### src/rtl/uart_pkg.sv
// Shared types and constants for the UART receive path.
// Holds FSM states, data-width encodings and oversampling sample points.
package uart_pkg;

    localparam int OVERSAMPLE = 16;
    localparam int DATA_MAX   = 8;

    // Start bit is checked half a bit in; later bits one full bit apart.
    localparam logic [3:0] START_SAMPLE = 4'(OVERSAMPLE / 2 - 1);
    localparam logic [3:0] BIT_SAMPLE   = 4'(OVERSAMPLE - 1);

    typedef enum logic [2:0] {
        IDLE,
        START,
        DATA,
        PARITY,
        STOP,
        DONE
    } rx_state_t;

    typedef enum logic [1:0] {
        DW5 = 2'b00,
        DW6 = 2'b01,
        DW7 = 2'b10,
        DW8 = 2'b11
    } data_width_t;

    // Index of the last data bit: 5 bits -> 4 ... 8 bits -> 7.
    function automatic logic [2:0] last_bit(input data_width_t w);
        return {1'b1, w};
    endfunction

    // Right shift that aligns an LSB-first shift register: 8 - bits.
    function automatic logic [1:0] align_shift(input data_width_t w);
        return ~w;
    endfunction

endpackage

### src/rtl/uart_receiver.sv
// UART receive engine: 16x oversampled start/data/parity/stop sampling.
// Ports: clk_i, rst_n_i, rx_i, sample_tick_i, enable_i, frame config in;
//        data_o, data_valid_o, parity_error_o, frame_error_o out.
module uart_receiver
    import uart_pkg::*;
(
    input  logic                clk_i,
    input  logic                rst_n_i,
    input  logic                rx_i,
    input  logic                sample_tick_i,
    input  logic                enable_i,
    input  logic [1:0]          data_width_i,
    input  logic                parity_en_i,
    input  logic                parity_odd_i,
    input  logic                stop_bits_i,
    output logic [DATA_MAX-1:0] data_o,
    output logic                data_valid_o,
    output logic                parity_error_o,
    output logic                frame_error_o
);

    rx_state_t   r_state;
    rx_state_t   w_state_n;
    logic [3:0]  r_tick_cnt;
    logic [2:0]  r_bit_cnt;
    logic [7:0]  r_shift;
    data_width_t r_width;
    logic        r_par_en;
    logic        r_par_odd;
    logic        r_two_stop;
    logic        r_stop2;
    logic        r_par_err;
    logic        r_frm_err;

    logic        w_mid;
    logic        w_bit_pt;
    logic        w_last_data;
    logic [7:0]  w_data;

    assign w_mid       = sample_tick_i && (r_tick_cnt == START_SAMPLE);
    assign w_bit_pt    = sample_tick_i && (r_tick_cnt == BIT_SAMPLE);
    assign w_last_data = (r_bit_cnt == last_bit(r_width));
    // Bits enter at the MSB, so a short character sits in the top bits.
    assign w_data      = r_shift >> align_shift(r_width);

    always_ff @(posedge clk_i or negedge rst_n_i) begin
        if (!rst_n_i) begin
            r_state <= IDLE;
        end else begin
            r_state <= w_state_n;
        end
    end

    always_comb begin
        w_state_n = r_state;
        unique case (r_state)
            IDLE: begin
                if (sample_tick_i && !rx_i) w_state_n = START;
            end
            START: begin
                if (w_mid) w_state_n = rx_i ? IDLE : DATA;
            end
            DATA: begin
                if (w_bit_pt && w_last_data)
                    w_state_n = r_par_en ? PARITY : STOP;
            end
            PARITY: begin
                if (w_bit_pt) w_state_n = STOP;
            end
            STOP: begin
                if (w_bit_pt && (!r_two_stop || r_stop2))
                    w_state_n = DONE;
            end
            DONE: begin
                w_state_n = IDLE;
            end
            default: begin
                w_state_n = IDLE;
            end
        endcase
        // Disable aborts any frame; IDLE clears the frame context.
        if (!enable_i) w_state_n = IDLE;
    end

    always_ff @(posedge clk_i or negedge rst_n_i) begin
        if (!rst_n_i) begin
            r_tick_cnt     <= '0;
            r_bit_cnt      <= '0;
            r_shift        <= '0;
            r_width        <= DW8;
            r_par_en       <= 1'b0;
            r_par_odd      <= 1'b0;
            r_two_stop     <= 1'b0;
            r_stop2        <= 1'b0;
            r_par_err      <= 1'b0;
            r_frm_err      <= 1'b0;
            data_o         <= '0;
            data_valid_o   <= 1'b0;
            parity_error_o <= 1'b0;
            frame_error_o  <= 1'b0;
        end else begin
            data_valid_o <= 1'b0;
            unique case (r_state)
                IDLE: begin
                    r_tick_cnt <= '0;
                    r_bit_cnt  <= '0;
                    r_shift    <= '0;
                    r_stop2    <= 1'b0;
                    r_par_err  <= 1'b0;
                    r_frm_err  <= 1'b0;
                end
                START: begin
                    if (sample_tick_i) begin
                        if (w_mid) begin
                            r_tick_cnt <= '0;
                            r_bit_cnt  <= '0;
                            if (!rx_i) begin
                                r_width    <= data_width_t'(data_width_i);
                                r_par_en   <= parity_en_i;
                                r_par_odd  <= parity_odd_i;
                                r_two_stop <= stop_bits_i;
                            end
                        end else begin
                            r_tick_cnt <= r_tick_cnt + 4'd1;
                        end
                    end
                end
                DATA: begin
                    if (sample_tick_i) begin
                        r_tick_cnt <= r_tick_cnt + 4'd1;
                        if (w_bit_pt) begin
                            r_shift   <= {rx_i, r_shift[7:1]};
                            r_bit_cnt <= r_bit_cnt + 3'd1;
                        end
                    end
                end
                PARITY: begin
                    if (sample_tick_i) begin
                        r_tick_cnt <= r_tick_cnt + 4'd1;
                        // Mismatch against even XOR, inverted for odd.
                        if (w_bit_pt)
                            r_par_err <= rx_i ^ (^w_data) ^ r_par_odd;
                    end
                end
                STOP: begin
                    if (sample_tick_i) begin
                        r_tick_cnt <= r_tick_cnt + 4'd1;
                        if (w_bit_pt) begin
                            if (!rx_i) r_frm_err <= 1'b1;
                            r_stop2 <= 1'b1;
                        end
                    end
                end
                DONE: begin
                    if (enable_i) begin
                        data_o         <= w_data;
                        parity_error_o <= r_par_err;
                        frame_error_o  <= r_frm_err;
                        data_valid_o   <= 1'b1;
                    end
                end
                default: begin
                    r_tick_cnt <= '0;
                end
            endcase
        end
    end

endmodule

### config.mk
export PLATFORM = sky130hd
export DESIGN_NAME = uart_receiver
export DESIGN_NICKNAME = d
export VERILOG_FILES = /design/src/rtl/uart_pkg.sv /design/src/rtl/uart_receiver.sv
export SDC_FILE = /design/constraint.sdc
export NUM_CORES = 1
export LEC_CHECK = 0
export ABC_CLOCK_PERIOD_IN_PS = 5400
export CORE_ASPECT_RATIO = 1.5
export CORE_MARGIN = 4
export CORE_UTILIZATION = 40
export CTS_BUF_LIST = sky130_fd_sc_hd__clkbuf_4
export DETAILED_ROUTE_END_ITERATION = 7
export HOLD_SLACK_MARGIN = 0.15
export PLACE_DENSITY = 0.7
export RECOVER_POWER = 25
export SLEW_MARGIN = 15
export SYNTH_ARGS = -nofsm -noshare
export SYNTH_HDL_FRONTEND = slang
export SYNTH_SLANG_ARGS = --single-unit
### constraint.sdc
create_clock -name clk_i -period 5.4 [get_ports clk_i]
set_clock_uncertainty 0.1 [all_clocks]
set_input_delay 1.08 -clock clk_i [delete_from_list [all_inputs] [get_ports clk_i]]
set_output_delay 1.08 -clock clk_i [all_outputs]
set_load 0.05 [all_outputs]
==> metrics.md <==
| Metric | Value |
|---|---|
| Setup violators final | `0` |
| Crit path max fanout | `13` |
| Vias in the first global route | `1,545` |
| MaxCap Viol Count | `1` |
| Setup TNS | `0 ps` |
| Failing checks | `max-capacitance violations, max-slew violations` |
| Die area | `6410 um^2` |
| Largest net degree at the start of global routing | `38` |
| Root Driver | `clkbuf_4` |
| Synth async-reset ratio | `100%` |
| Syn nets | `238` |
| Status | `finished, violations left` |
| Initial antenna violation count | `0` |
| Placer Congestion | `0.886` |
| Seq cells post-synth | `37` |
| Final Max Slew Viols | `38` |
| Hold Path Depth | `2` |
| Critical path required time | `5530 ps` |
| Slew headroom | `-31.8%` |
| Power per Cell Area | `219 nW/um^2` |
| Warnings from Yosys | `0` |
| First-pass GRT wire length | `7240 um` |
| RSZ-0062 raised after global routing | `false` |
| DRC viols | `0` |
| Yosys cell types | `38` |
| Post-Place Cell Area | `2270 um^2` |
| Crit path launch type | `primary input` |
| Layout area overhead | `13.9%` |
| R2R setup slack | `3190 ps` |
| Clk Latency, worst-skew pair | `340 ps` |
| Initial Utilization | `42.0%` |
| Inserted Clock Buffers | `5` |
| Mapped Cells | `226` |
| Min cycle time layout | `2830 ps` |
| Post-CTS Setup Bufs | `0` |
| Slew @ Worst Pin | `1980 ps` |
| Crit end category | `flip-flop` |
| 1st-pass router iterations | `4` |
| # resized after CTS | `0` |
| FP Rows | `31` |
| Overflow after GRT | `0` |
| Drt via density | `5.26` |
| Count leader, synth | `nand2_1` |
| Synth area leaders | `dfrtp_1 (42%), o21ai_0 (7.3%), nand2_1 (6.7%), mux2_2 (5.4%), mux2i_1 (5.3%)` |
| Sequential fraction of the synthesis area | `44.9%` |
| Top cells by count, synth | `nand2_1 (37), dfrtp_1 (35), o21ai_0 (30)` |
| Mean Syn Cell Area | `9.15 um^2` |
| Post-synth top area share | `42.4%` |
| PortBufs | `20` |
| Final instance area | `2350 um^2` |
| Wirelength, routed | `4270 um` |
| Number of synthesized flops with an enable pin | `0` |
| Height of the die | `96.0 um` |
| Endpoints failing hold | `0` |
| DP HPWL | `3020 um` |
| Cell area after synthesis | `2070 um^2` |
| Leak pwr | `0.00101 uW` |
| Critical Path AT | `2960 ps` |
| FMAX | `354 MHz` |
| Iteration-0 DRC Markers | `60` |
| CTS tree | `yes` |
| Cts hold-fix bufs | `0` |
| Longest Clk Path Bufs | `2` |
| CTS clk-pin slew, worst paths | `110 ps` |
| Top FF cell, synth | `dfrtp_1` |
| DR vias | `1,604` |
| DRT antenna net count | `0` |
| Area leader, netlist | `dfrtp_1` |
| Die X | `66.7 um` |
| FF-to-FF path depth | `5` |
| Depth of the CTS H-tree | `2` |
| Drt wl/cell | `14.0 um` |
| VDD IR max | `0.149 mV` |
| Num Clock Sinks | `37` |
| IO Pins | `21` |
| Total GRT Usage | `14.8%` |
| Hold crit path type | `flip-flop to flip-flop` |
| Share of cells above drive strength 1 | `9.21%` |
| Nets | `250` |
| Core area | `4930 um^2` |
| # diodes | `0` |
| Critical path class | `primary input to flip-flop` |
| Tcrit/Tclk final | `52.3%` |
==> critical path, cell delays in order <==
cell             delay (ps)
clkdlybuf4s50_1         700
nand4_1                 290
o21a_1                  250
o21ai_0                 300
a21boi_0                150
o21a_1                  190
==> per-stage QoR <==
| stage | utilization (%) | setup slack, ps | cells | hold WS [ps] | total power [uW] |
|---|---|---|---|---|---|
| finish | 47.8 | 2570 | 305 | 377 | 515 |
| global route | 47.8 | 2410 | 305 | 415 | 539 |
| CTS | 47.8 | 2610 | 305 | 389 | 522 |
| detailed placement | 46.2 | 2240 | 297 | 359 | 329 |
| global placement | 46.2 | 2300 | 297 | 356 | 328 |
| floorplan | - | 2970 | 226 | 332 | 312 |
==> kinds of logic (layout without fill, tap and decap cells) <==
| family | Yosys count | count (layout) | share of synthesized area [%] |
|---|---|---|---|
| mux | 21 | 21 | 10.8 |
| fa+ha+maj | 2 | 2 | 1.21 |
| simple gates | 83 | 83 | 19.0 |
| compound gates | 54 | 54 | 15.1 |
| xor+xnor | 7 | 7 | 4.30 |
| flops | 37 | 37 | 44.9 |
| buf+inv | 22 | 35 | 4.66 |
==> per-layer routing <==
| metal | track usage, % | share of wire, % | routed length (um) |
|---|---|---|---|
| met5 | 0 | 0 | 0 |
| met4 | 6.95 | 1.9 | 83 |
| met3 | 3.15 | 3.3 | 140 |
| met2 | 25.5 | 52 | 2220 |
| met1 | 17.4 | 43 | 1820 |
==> path summary, 6_finish.rpt <==
kind | start | to
min in group asynchronous | rst_n_i | r_shift[7]
hold / removal | r_par_err | parity_error_o
hold reg to reg | r_par_err | parity_error_o
max in group asynchronous | rst_n_i | data_o[0]
setup reg to reg | r_width[1] | r_par_err
setup / recovery | sample_tick_i | r_state[1]
==> registers in the layout (all words and copies together), names as in the netlist, 2 cells and up <==
signal / count
r_state: 3
r_bit_cnt: 3
data_o: 8
r_tick_cnt: 4
r_shift: 8
r_width: 2
==> cell usage in the layout (no fill, tap or decap), types with 3 or more instances in the layout <==
cell and n:
nor2_1 16, inv_1 7, nand2_1 37, dfrtp_1 35, nand4b_1 3, a21oi_1 8, nor2b_1 3, mux2i_1 11
o21ai_0 30, clkdlybuf4s50_1 19, clkbuf_4 6, nor3_1 3, xnor2_1 3, mux2_2 10, a31oi_1 5, nand3_1 9
==> cell type report <==
type / count / area [um^2]
fill: 467 / 2570
multi-input combinational: 167 / 1040
sequential: 37 / 928
timing repair buffer: 20 / 194
tap: 66 / 82.6
clock buffer: 6 / 45.0
clock inverter: 2 / 35.0
inverter: 7 / 26.3
==> power breakdown <==
part | switching [uW] | internal (uW) | total (uW)
sequential | 5.73 | 279 | 285
combinational | 23.5 | 14.7 | 38.2
clock | 89.5 | 102 | 192
total | 119 | 396 | 515
Note: power is estimated with default switching activity, not from simulation.
